File: config.mk
export PLATFORM = sky130hd
export DESIGN_NAME = instr_fetch_unit
export DESIGN_NICKNAME = d
export VERILOG_FILES = /design/src/rtl/riscv_pkg.sv /design/src/rtl/fetch_fifo.sv /design/src/rtl/instr_fetch_unit.sv
export SDC_FILE = /design/constraint.sdc
export NUM_CORES = 1
export LEC_CHECK = 0
export BUFFER_PORTS_ARGS = -buffer_cell sky130_fd_sc_hd__buf_2
export CORE_AREA = 2 2 163 165
export CTS_BUF_LIST = sky130_fd_sc_hd__clkbuf_4 sky130_fd_sc_hd__clkbuf_8
export CTS_CLUSTER_DIAMETER = 200
export DETAILED_ROUTE_END_ITERATION = 8
export DIE_AREA = 0 0 165 167
export GPL_ROUTABILITY_DRIVEN = 0
export HOLD_SLACK_MARGIN = 0.12
export PLACE_DENSITY = 0.79
export SKIP_CTS_REPAIR_TIMING = 1
export SLEW_MARGIN = 10
export SYNTH_ARGS = -nofsm -noshare
export SYNTH_HDL_FRONTEND = slang
export SYNTH_SLANG_ARGS = --single-unit
File: constraint.sdc
create_clock -name clk -period 11.1 [get_ports clk]
set_input_delay 0.555 -clock clk [delete_from_list [all_inputs] [get_ports clk]]
set_output_delay 0.555 -clock clk [all_outputs]
set_load 0.1 [all_outputs]
File: src/rtl/riscv_pkg.sv
// Shared RISC-V front-end definitions: data widths, fetch FSM states and
// the fetch buffer entry layout.
package riscv_pkg;

  localparam int unsigned XLEN = 64;
  localparam int unsigned ILEN = 32;

  typedef enum logic [1:0] {
    S_IDLE  = 2'd0,
    S_REQ   = 2'd1,
    S_WAIT  = 2'd2,
    S_DRAIN = 2'd3
  } fetch_state_t;

  typedef struct packed {
    logic [XLEN-1:0] pc;
    logic [ILEN-1:0] instr;
  } fetch_entry_t;

endpackage

File: src/rtl/fetch_fifo.sv
// Small synchronous fetch buffer with flush. Flush wins over push/pop;
// storage is cleared on reset so the head reads as zero afterwards.
module fetch_fifo
  import riscv_pkg::*;
#(
  parameter int unsigned DEPTH = 2
) (
  input  logic            clk,
  input  logic            reset,
  input  logic            flush,
  input  logic            push,
  input  logic [XLEN-1:0] push_pc,
  input  logic [ILEN-1:0] push_instr,
  input  logic            pop,
  output logic [2:0]      count,
  output logic [XLEN-1:0] head_pc,
  output logic [ILEN-1:0] head_instr
);

  localparam int unsigned PW = $clog2(DEPTH);

  fetch_entry_t    mem [DEPTH];
  logic [PW-1:0]   rd_ptr;
  logic [PW-1:0]   wr_ptr;
  logic            do_push;
  logic            do_pop;
  logic [PW-1:0]   rd_next;
  logic [PW-1:0]   wr_next;

  // Guard against push when full and pop when empty; pointers wrap at DEPTH.
  always_comb begin
    do_push = push && (count < 3'(DEPTH));
    do_pop  = pop && (count != '0);
    rd_next = (rd_ptr == PW'(DEPTH - 1)) ? '0 : rd_ptr + PW'(1);
    wr_next = (wr_ptr == PW'(DEPTH - 1)) ? '0 : wr_ptr + PW'(1);
  end

  // Storage, pointers and occupancy.
  always_ff @(posedge clk or posedge reset) begin
    if (reset) begin
      rd_ptr <= '0;
      wr_ptr <= '0;
      count  <= '0;
      for (int unsigned i = 0; i < DEPTH; i++) mem[i] <= '0;
    end else if (flush) begin
      rd_ptr <= '0;
      wr_ptr <= '0;
      count  <= '0;
    end else begin
      if (do_push) begin
        mem[wr_ptr] <= '{pc: push_pc, instr: push_instr};
        wr_ptr      <= wr_next;
      end
      if (do_pop) rd_ptr <= rd_next;
      count <= count + 3'(do_push) - 3'(do_pop);
    end
  end

  assign head_pc    = mem[rd_ptr].pc;
  assign head_instr = mem[rd_ptr].instr;

endmodule

File: src/rtl/instr_fetch_unit.sv
// Instruction fetch unit: sequential fetch with one outstanding memory
// request, branch redirect/flush and a small decode-side buffer.
module instr_fetch_unit
  import riscv_pkg::*;
#(
  parameter logic [XLEN-1:0] RESET_PC   = 64'h0,
  parameter int unsigned     FIFO_DEPTH = 2
) (
  input  logic            clk,
  input  logic            reset,
  output logic            imem_req,
  output logic [XLEN-1:0] imem_addr,
  input  logic            imem_ack,
  input  logic [ILEN-1:0] imem_rdata,
  input  logic            redirect_valid,
  input  logic [XLEN-1:0] redirect_pc,
  output logic            out_valid,
  input  logic            out_ready,
  output logic [XLEN-1:0] out_pc,
  output logic [ILEN-1:0] out_instr
);

  fetch_state_t    state;
  logic [XLEN-1:0] fetch_pc;
  logic [2:0]      fifo_count;
  logic            push;
  logic            pop;
  logic [XLEN-1:0] redirect_target;
  logic            unused_redirect_lsbs;

  // Request, push/pop and output-valid glue; redirect suppresses all of them.
  always_comb begin
    imem_req        = (state == S_REQ) && (fifo_count < 3'(FIFO_DEPTH)) && !redirect_valid;
    push            = (state == S_WAIT) && imem_ack && !redirect_valid;
    out_valid       = (fifo_count != '0) && !redirect_valid;
    pop             = out_valid && out_ready;
    redirect_target = {redirect_pc[XLEN-1:2], 2'b00};
  end

  assign imem_addr            = fetch_pc;
  assign unused_redirect_lsbs = ^redirect_pc[1:0];

  // Fetch FSM and fetch_pc. A redirect during an outstanding access parks in
  // S_DRAIN so the stale response is swallowed before the next request.
  always_ff @(posedge clk or posedge reset) begin
    if (reset) begin
      state    <= S_IDLE;
      fetch_pc <= {RESET_PC[XLEN-1:2], 2'b00};
    end else begin
      case (state)
        S_IDLE: begin
          if (redirect_valid) fetch_pc <= redirect_target;
          state <= S_REQ;
        end
        S_REQ: begin
          if (redirect_valid) fetch_pc <= redirect_target;
          else if (imem_req) state <= S_WAIT;
        end
        S_WAIT: begin
          if (redirect_valid) begin
            fetch_pc <= redirect_target;
            state    <= imem_ack ? S_REQ : S_DRAIN;
          end else if (imem_ack) begin
            fetch_pc <= fetch_pc + 64'd4;
            state    <= S_REQ;
          end
        end
        S_DRAIN: begin
          if (redirect_valid) fetch_pc <= redirect_target;
          else if (imem_ack) state <= S_REQ;
        end
        default: state <= S_IDLE;
      endcase
    end
  end

  fetch_fifo #(
    .DEPTH(FIFO_DEPTH)
  ) u_fifo (
    .clk        (clk),
    .reset      (reset),
    .flush      (redirect_valid),
    .push       (push),
    .push_pc    (fetch_pc),
    .push_instr (imem_rdata),
    .pop        (pop),
    .count      (fifo_count),
    .head_pc    (out_pc),
    .head_instr (out_instr)
  );

endmodule
# Yosys cells after proc, flatten, opt, wreduce, memory -nomap -nowiden
# Index checks and enable logic that the tools add are counted.
# word_totals
reg_bits,263
word_cells,71
# op_classes
n_addsub,5
magnitude_cmp,4
n_eq_ne,8
mux,24
bitwise_logic,3
reduce_logical,18
# op_table
op,n
$mux 96,4
$bwmux 192,1
$mux 64,3
$pmux 64 s2,1
$demux 96 s1,1
$add 64x3->64 const B,1
$mux 2,6
$logic_and 1x1->1,9
$pmux 2 s4,1
$mux 1,6
$ne 2x2->1 const B,3
$eq 2x2->1 const B,2
$ge 2x2->1 const B,2
$not 1->2,2
$reduce_and 2->1,2
$reduce_bool 2->1,2
$add 3x1->3,1
$lt 3x2->1 const B,1
$mux 3,1
$ne 3x3->1 const B,1
$reduce_and 3->1,1
$reduce_bool 3->1,1
$reduce_or 3->1,1
$sub 3x1->3,1
7 further kinds,8

# Logic depth before layout (Yosys ltp)
# Gate-level depths: netlist of run 1.
# depth
ltp_word,7
depth_mapped,10
depth_no_buf,10

# By module
# A second synthesis of run 1 with hierarchy kept.
# unflattened
cells_unflattened,984
area_unflattened_um2,12653.4
# modules_own_cells
module,n_inst,cells_per_inst,area_per_inst_um2,seq_area_each_um2
fetch_fifo,1,540,8754.6,4929.7
instr_fetch_unit,1,444,3898.7,1601.5

# Least setup slack after synthesis of run 1
# No wires, ideal clock.
# synth_path
path_type,input -> register
start,input port redirect_valid
end,register u_fifo.count[2]
setup_ns,0.131
arrival_time_ns,3.626
required_time_ns,10.969
slack_ns,7.343
stages,10
cell_sequence,clkbuf_1 a31oi_1 and2_1 ha_1 inv_1 ha_1 inv_1 fa_1 xnor2_1 nor2_1
# synth_between
elab_chain_len,6
word_cells_on_any_way,9
cone_classes,add/sub: 2; mux: 1; reduce/logical: 6
# synth_lines
element,line_no,source
from (decl),instr_fetch_unit.sv:15,"input logic redirect_valid,"
$logic_not 1->1,instr_fetch_unit.sv:35,out_valid = (fifo_count != '0) && !redirect_valid;
$logic_and 1x1->1,instr_fetch_unit.sv:35,
named net out_valid,instr_fetch_unit.sv:17,"output logic out_valid,"
$logic_and 1x1->1,instr_fetch_unit.sv:36,pop = out_valid && out_ready;
$logic_and 1x1->1,fetch_fifo.sv:33,do_pop = pop && (count != '0);
$sub 3x1->3,fetch_fifo.sv:55,count <= count + 3'(do_push) - 3'(do_pop);
$mux 3,fetch_fifo.sv:45,end else if (flush) begin
to (signal assigned),fetch_fifo.sv:55,
to (decl),fetch_fifo.sv:15,"output logic [2:0] count,"
# The timed path passes the listed nets, and every way through them passes these cells.
# A chain may end at the register's enable or synchronous reset.

# Worst setup path after layout of run 1
# layout_path
start,register u_fifo.rd_ptr
end,output port out_pc[29]
# layout_between
elab_chain_len,4
# layout_lines
element,line_no,source
from (decl),fetch_fifo.sv:23,logic [PW-1:0] rd_ptr;
from (signal assigned),fetch_fifo.sv:54,if (do_pop) rd_ptr <= rd_next;
$not 1->2 (implied by the code),fetch_fifo.sv:59,assign head_pc = mem[rd_ptr].pc;
$mux 96 (implied by the code) (3 in a row),fetch_fifo.sv:59,
to (decl),instr_fetch_unit.sv:19,"output logic [XLEN-1:0] out_pc,"
# Every way passes these cells. The select of a mux whose other input is x is not followed.

==> results of run 1 <==
==> Yosys cell counts (7+ instances only) <==
cell and n:
nand4_1 28, mux2_2 277, o31ai_1 11, a21oi_1 14
inv_1 17, nor4_1 15, xor2_1 10, nand2_1 76
or3_1 9, and2_1 8, and4_1 7, buf_1 7
nand3_1 29, nor3_1 14, nor2_1 53, or4_1 13
xnor2_1 14, clkbuf_1 50, a31oi_1 13, and3_1 13
o21ai_0 40, dfrtp_1 257
==> logic make-up after synthesis <==
family	count (synthesis)	synth area share
AOI/OAI and AO/OA	112	0.0590
xor gates and xnor gates	24	0.0170
adders and majority gates	5	0.00566
buffers and inverters	82	0.0264
DFF	257	0.519
muxes	280	0.254
other	1	0.000303
and+or+nand+nor	283	0.118
==> routing by layer <==
metal  part of all wire  track usage  up-vias
li1                   -            -     4326
met1               0.41        0.292     4771
met2               0.47        0.374      374
met3              0.092       0.0762       76
met4              0.024       0.0718        4
met5            0.00084            0        -
==> layout make-up <==
type                    count  area, sq um
clock buffers              74          931
well taps                 335          419
diodes                      7         17.5
clock inverters             1         5.00
repair buffers            267         1360
multi-input cells         708         5660
fillers                  2154        10900
flip-flops and latches    257         6430
inverters                  18         75.1
==> power by group through the flow <==
stage | registers (uW) | clock network (uW) | logic, uW
floorplan | 1480 | 0 | 2080
global placement | 1350 | 0 | 2540
detailed placement | 1370 | 0 | 2560
CTS | 1360 | 912 | 2560
global route | 1400 | 952 | 2640
finish | 1360 | 891 | 2550
==> through the flow <==
stage	power, uW	instances
2_1_floorplan	3560	1047
3_3_place_gp	3890	1585
3_5_place_dp	3930	1585
4_1_cts	4830	1660
5_1_grt	4990	1662
6_report	4800	1667
==> final timing paths <==
path	start	to	slack [ns]	cells past startpoint
min in group clk	redirect_pc[26]	imem_addr[26]	0.22	3
max in group asynchronous	reset	u_fifo.rd_ptr	9.33	3
max reg2reg	state[0]	u_fifo.mem[177]	7.73	5
min	reset	u_fifo.mem[106]	0.19	2
min reg2reg	u_fifo.mem[54]	u_fifo.mem[54]	0.49	2
max	u_fifo.rd_ptr	out_pc[29]	7.71	3
==> flip-flops by register name, indices dropped and copies added (netlist names) <==
name,cells
imem_addr,62
u_fifo.wr_ptr,1
u_fifo.count,3
u_fifo.mem,188
u_fifo.rd_ptr,1
state,2
==> impl_metrics.json, run 1 <==
{
  "core_sq_um": 25800,
  "die_y_um": 167,
  "ys.flop_type": "dfrtp_1",
  "netlist_instances": 1044,
  "crit_path_cell_trace": "buf_4, mux2_2, buf_2",
  "synth_top_area_frac": 0.519,
  "period_share": 0.305,
  "fin_util": 0.578,
  "nets": 1401,
  "grt_max_degree": 112,
  "crit_fanout": 59,
  "synth-edff-count": 0,
  "dr.pass1.iters": 5,
  "num_vias": 9551,
  "worstPathArrival_ns": 2.83,
  "clock_latency_ns": 0.55,
  "area_growth_pct": 20.3,
  "die_w_um": 165,
  "viasPerCell": 5.73,
  "worstPathRequired_ns": 10.55,
  "cp-start-kind": "register",
  "cpPeakStageDelay_ns": 0.77,
  "antenna_found_initial": 10,
  "status": "complete, no violations",
  "end_kind": "primary output",
  "max_freq_ghz": 0.295,
  "synth_seq_cells": 257,
  "pre_cts_ws_ns": 7.51,
  "layout_min_cycle_time_ns": 3.39,
  "grt_pass1_vias": 9560,
  "htreeDepth": 2,
  "holdWs_ns": 0.185,
  "setup_tns_ns": 0,
  "intPower_uw": 2250,
  "wire_per_inst_um": 19.2,
  "cp_top_family": "buffers and inverters",
  "crit_type": "reg -> out",
  "cts.clk_slew.worst_paths_ns": 0.06,
  "design_area_sq_um": 14900,
  "grt_pass1_wl_um": 50800,
  "final_cell_mix": "mux2_2, dfrtp_1, buf_2",
  "report.final.slew_viol_count": 0,
  "rsz0062_at_grt": "false",
  "ys_warn_count": 0,
  "comb_power_share": 0.531,
  "wl_um": 32100,
  "clockRootBuffer": "clkbuf_8",
  "yosysTopAreaCell": "dfrtp_1",
  "hp-class": "in -> async",
  "crit_slowest_cell": "dfrtp_4",
  "final_common_cell": "mux2_2",
  "placed_cell_area_sq_um": 13900,
  "die-area_sq_um": 27600,
  "peakVddDrop_mv": 0.266,
  "slew_headroom": 0.281,
  "hold_viol_final": 0,
  "antenna_left": 0,
  "numCtsBuffers": 43,
  "drive_above_1_share": 0.477,
  "path_buf_inv": 2,
  "io_buffers": 256,
  "io_pins": 263,
  "hpwl_um": 22100,
  "initial_utilization": 0.481,
  "worst_pin_slew_ns": 1.07,
  "p_sw_uw": 2550,
  "cts_max_path_buffers": 3,
  "p_clk_frac": 0.186,
  "power_density_nw_per_um2": 322,
  "pwr-share-seq": 0.283,
  "cts_sinks": 257,
  "route.detailed.drc": 0,
  "synthTopCellsByArea": "dfrtp_1, mux2_2, nand2_1",
  "fp-row-count": 59,
  "async_reset_ff_frac": 1.00,
  "drv_cap": 0,
  "cts_tree": "yes",
  "clock_skew_ns": 0.0329,
  "p_sw_frac": 0.532,
  "syn_avg_cell_area_sq_um": 11.9,
  "drtIter0Drc": 709,
  "yosys.cell_types.count": 60,
  "grt_usage": 0.231,
  "p_leak_uw": 0.00709,
  "fin_ws_ns": 7.71,
  "finalSetupViolations": 0,
  "yosysSeqAreaShare": 0.519,
  "grt-ovfl-total": 0,
  "netlist_area_sq_um": 12400
}
Power figures use the tool's default switching activity.
==> inputs of run 2 (changes only) <==
Settings changed: PLACE_DENSITY 0.79 to 0.82.
Clock period 11.1 ns to 2.94 ns, I/O delays scaled along.
==> run 2 against run 1 <==
Compared with the run above:
- power grew to 3.8 times the previous value
- critical path depth grew 2
- hold slack gained 0.10 ns
- register-to-register slack lost 7.6 ns
- via count grew 7.1%
- flip-flop and latch count is the same
- critical endpoint is now imem_addr[63]
- largest cell class unchanged
- highest routed layer is now met4
==> impl_metrics.json, run 2 (synthesized netlist as in run 1, its figures left out) <==
{
  "status": "complete, no violations",
  "final_cell_mix": "mux2_2, dfrtp_1, buf_2",
  "r2r_cells": 5,
  "num_vias": 10200,
  "grt_pass1_vias": 9827,
  "cts_tree": "yes",
  "regArea_sq_um": 6430,
  "ff2ff_setup_slack_ns": 0.17,
  "cts_sinks": 257,
  "io_buffers": 256,
  "cts_max_path_buffers": 3,
  "grt-ovfl-total": 0,
  "grt_pass1_wl_um": 52900,
  "multi_input_area_sq_um": 5660,
  "die-area_sq_um": 27600,
  "hp-class": "in -> async",
  "antenna_found_initial": 1,
  "startpoint": "imem_addr[19]",
  "report.final.slew_viol_count": 0,
  "dr.pass1.iters": 5,
  "layout_min_cycle_time_ns": 2.77,
  "nets": 1534,
  "die_y_um": 167,
  "clock_latency_ns": 0.55,
  "drive_above_1_share": 0.452,
  "htreeDepth": 2,
  "hpwl_um": 23600,
  "hold_viol_final": 0,
  "cts.clk_slew.worst_paths_ns": 0.06,
  "worst_pin_slew_ns": 0.725,
  "largest_register_ffs": 188,
  "wire_per_inst_um": 20.1,
  "final_common_cell": "mux2_2",
  "p_leak_uw": 0.00767,
  "wl_um": 36000,
  "grt_usage": 0.242,
  "initial_utilization": 0.481,
  "end_kind": "register",
  "io_pins": 263,
  "slew_headroom": 0.516,
  "die_w_um": 165,
  "fp-row-count": 59,
  "holdWs_ns": 0.288,
  "cp-start-kind": "register",
  "clockRootBuffer": "clkbuf_8",
  "power_density_nw_per_um2": 1140,
  "numCtsBuffers": 43,
  "route.detailed.drc": 0,
  "pre_cts_ws_ns": 0.223,
  "fillCellCount": 1925,
  "core_sq_um": 25800,
  "worstPathRequired_ns": 3.40,
  "area_growth_pct": 30.9,
  "drv_cap": 0,
  "antenna_left": 0,
  "worstPathArrival_ns": 3.23,
  "rsz0062_at_grt": "false",
  "fin_ws_ns": 0.174,
  "crit_fanout": 9,
  "drtIter0Drc": 1013,
  "r2r-end": "imem_addr[63]",
  "period_share": 0.941,
  "clock_skew_ns": 0.0302,
  "top_register": "u_fifo.mem",
  "max_freq_ghz": 0.362,
  "crit_type": "reg -> reg",
  "finalSetupViolations": 0,
  "r2r_start": "imem_addr[19]",
  "setup_tns_ns": 0,
  "grt_max_degree": 74,
  "viasPerCell": 5.70,
  "peakVddDrop_mv": 1.32
}
==> run 2: cell count changes in the layout (fill, tap and decap cells not counted), sizes merged <==
| cell | delta |
|---|---|
| clkinvlp | +2 |
| diode | -6 |
| buf | +25 |
| clkbuf | -5 |
| bufinv | +1 |
| clkinv | +4 |
| inv | -1 |
| dlygate4sd3 | +108 |
==> run 2: critical path, stage by stage (launching register included) <==
cell and delay, ns:
dfrtp_1 0.51, nand3_2 0.22, or4_1 0.69, or4_4 0.58, or4_1 0.51, a31oi_1 0.19
==> run 2: power by group <==
part	switching (uW)	internal (uW)
clock network	1410	1910
logic	7800	2220
registers	623	4460
total	9830	8590
==> run 2: stage by stage <==
stage | util | area, sq um | power, uW | std cells
final | 0.629 | 16200 | 18400 | 1795
after global routing | 0.629 | 16200 | 19100 | 1795
after CTS | 0.587 | 15100 | 18300 | 1686
after detailed placement | 0.552 | 14200 | 14900 | 1610
after global placement | 0.552 | 14200 | 14800 | 1610
after floorplan | - | 12400 | 13400 | 1047
==> run 2: worst max path at each step <==
stage	to
global placement	imem_addr[63]
floorplan	imem_addr[10]
CTS	imem_addr[63]
global route	imem_addr[63]
detailed placement	imem_addr[63]
finish	imem_addr[63]
==> run 2: layer usage <==
layer | vias up | part of all wire | global-route usage
li1 | 4584 | - | -
met1 | 5065 | 0.41 | 0.312
met2 | 470 | 0.48 | 0.392
met3 | 108 | 0.081 | 0.0690
met4 | 0 | 0.033 | 0.0798
met5 | - | 0 | 0
==> run 2: final cells by class <==
type,count,area share
inverters,18,0.00440
flip-flops and latches,257,0.397
well taps,335,0.0259
diodes,1,0.000154
clock buffers,69,0.0524
clock inverters,7,0.00386
repair buffers,400,0.167
multi-input cells,708,0.349
==> inputs of run 3 (changes only) <==
Settings changed: CORE_AREA 2 2 163 165 to 2 2 194 139, DIE_AREA 0 0 165 167 to 0 0 196 141.
==> run 3 against run 2 <==
Compared with the run above:
- fmax increased by 1.5%
- design area increased by 0.32%
- flip-flop and latch count unchanged
- hold slack got worse by 0.11 ns
- sequential share of layout area decreased by 0.13 points
- setup slack improved by 0.040 ns
- die area increased by 0.29%
- routed wire length increased by 2.4%
- power increased by 0.48%
- clock power increased by 2%
- via count increased by 0.54%
- clock skew decreased by 0.0035 ns
- highest routed layer unchanged
==> impl_metrics.json, run 3 (synthesized netlist as in run 1, its figures left out) <==
{
  "grt-ovfl-total": 0,
  "end_kind": "register",
  "crit_type": "reg -> reg",
  "pwr-share-seq": 0.277,
  "p_leak_uw": 0.00769,
  "rsz0062_at_grt": "false",
  "crit_end": "imem_addr[63]",
  "grt_pass1_vias": 9623,
  "drv_cap": 0,
  "io_buffers": 256,
  "numCtsBuffers": 42,
  "clock_skew_ns": 0.0268,
  "finalSetupViolations": 0,
  "worstPathArrival_ns": 3.21,
  "grt_usage": 0.244,
  "drive_above_1_share": 0.450,
  "ff2ff_setup_slack_ns": 0.21,
  "worstPathRequired_ns": 3.42,
  "die_y_um": 141,
  "cp_common_cell": "or4_1",
  "p_sw_frac": 0.535,
  "clock_latency_ns": 0.56,
  "grt_max_degree": 88,
  "hp-class": "in -> async",
  "r2r_cells": 5,
  "die-area_sq_um": 27600,
  "r2r_start": "imem_addr[20]",
  "cts_max_path_buffers": 3,
  "cts_tree": "yes",
  "dr.pass1.iters": 5,
  "path_buf_inv": 0,
  "route.detailed.drc": 0,
  "startpoint": "imem_addr[20]",
  "die_w_um": 196,
  "cpPeakStageDelay_ns": 0.70,
  "power_density_nw_per_um2": 1140,
  "setup_tns_ns": 0,
  "nets": 1537,
  "largest_register_ffs": 188,
  "worst_pin_slew_ns": 0.782,
  "cp_top_family": "simple AND/OR/NAND/NOR gates",
  "grt_pass1_wl_um": 53000,
  "crit_fanout": 6,
  "p_sw_uw": 9900,
  "peakVddDrop_mv": 0.907,
  "core_sq_um": 26000,
  "drtIter0Drc": 793,
  "pre_cts_ws_ns": 0.266,
  "hold_viol_final": 0,
  "regArea_sq_um": 6430,
  "cts_sinks": 257,
  "num_vias": 10300,
  "viasPerCell": 5.72,
  "fillCellCount": 1940,
  "p_clk_frac": 0.182,
  "slew_headroom": 0.479,
  "area_growth_pct": 31.3,
  "wl_um": 36900,
  "top_register": "u_fifo.mem",
  "initial_utilization": 0.476,
  "cts.clk_slew.worst_paths_ns": 0.07,
  "antenna_left": 0,
  "layout_min_cycle_time_ns": 2.73,
  "fp-row-count": 50,
  "htreeDepth": 2,
  "antenna_found_initial": 1,
  "crit_path_cell_trace": "nand3_2, or4_1, or4_4, or4_1, a31oi_1",
  "crit_slowest_cell": "or4_1",
  "period_share": 0.927,
  "cp.depth": 5,
  "intPower_uw": 8610,
  "multi_input_area_sq_um": 5660,
  "cp-start-kind": "register",
  "fin_ws_ns": 0.214,
  "hpwl_um": 24100,
  "report.final.slew_viol_count": 0,
  "status": "complete, no violations",
  "io_pins": 263,
  "final_cell_mix": "mux2_2, dfrtp_1, buf_2",
  "clockRootBuffer": "clkbuf_8",
  "wire_per_inst_um": 20.5,
  "r2r-end": "imem_addr[63]",
  "comb_power_share": 0.541,
  "max_freq_ghz": 0.367,
  "final_common_cell": "mux2_2"
}
[run 3: cell count changes in the layout (fill, tap and decap cells not counted)]
cell	previous run	this run
buf_12	6	7
clkbuf_4	16	12
clkbuf_8	53	56
clkinv_2	5	4
clkinvlp_4	2	1
dlygate4sd3_1	108	111
[run 3: worst reg2reg max path, stage by stage (launching register included)]
cell     delay [ns]
dfrtp_1        0.46
nand3_2        0.21
or4_1          0.70
or4_4          0.58
or4_1          0.52
a31oi_1        0.17
[run 3: through the flow]
step	std cells	power, uW	hold slack [ns]	util	cell area [sq um]
after global routing	1799	19100	0.197	0.625	16300
after floorplan	1047	13400	0.267	-	12400
after detailed placement	1614	15000	0.207	0.547	14200
final	1799	18500	0.175	0.625	16300
after global placement	1614	14800	0.211	0.547	14200
after CTS	1687	18400	-0.403	0.582	15100
[run 3: how the worst min path moves through the flow]
stage | endpoint | slack (ns) | depth (start not counted)
detailed placement | imem_addr[7] | 0.21 | 2
finish | imem_addr[4] | 0.18 | 3
CTS | imem_addr[7] | -0.40 | 2
floorplan | imem_addr[42] | 0.27 | 2
global placement | imem_addr[7] | 0.21 | 2
global route | imem_addr[4] | 0.20 | 3
[run 3: layout make-up]
class                   count  share of cell area
multi-input cells         708               0.348
well taps                 338              0.0260
diodes                      1            0.000154
inverters                  18             0.00439
flip-flops and latches    257               0.396
repair buffers            404               0.170
clock buffers              68              0.0529
clock inverters             5             0.00308
[run 3: routing by layer]
metal | wire length (um) | share of wire | GRT usage
met1 | 15300 | 0.41 | 0.333
met2 | 17400 | 0.47 | 0.375
met3 | 3310 | 0.090 | 0.0732
met4 | 889 | 0.024 | 0.0801
met5 | 0 | 0 | 0
[run 3: power by group through the flow]
stage | combinational, uW | sequential [uW] | clock, uW
6_report | 10000 | 5130 | 3370
5_1_grt | 10300 | 5230 | 3610
3_5_place_dp | 9820 | 5150 | 0
3_3_place_gp | 9740 | 5060 | 0
2_1_floorplan | 7860 | 5590 | 0
4_1_cts | 9850 | 5090 | 3440
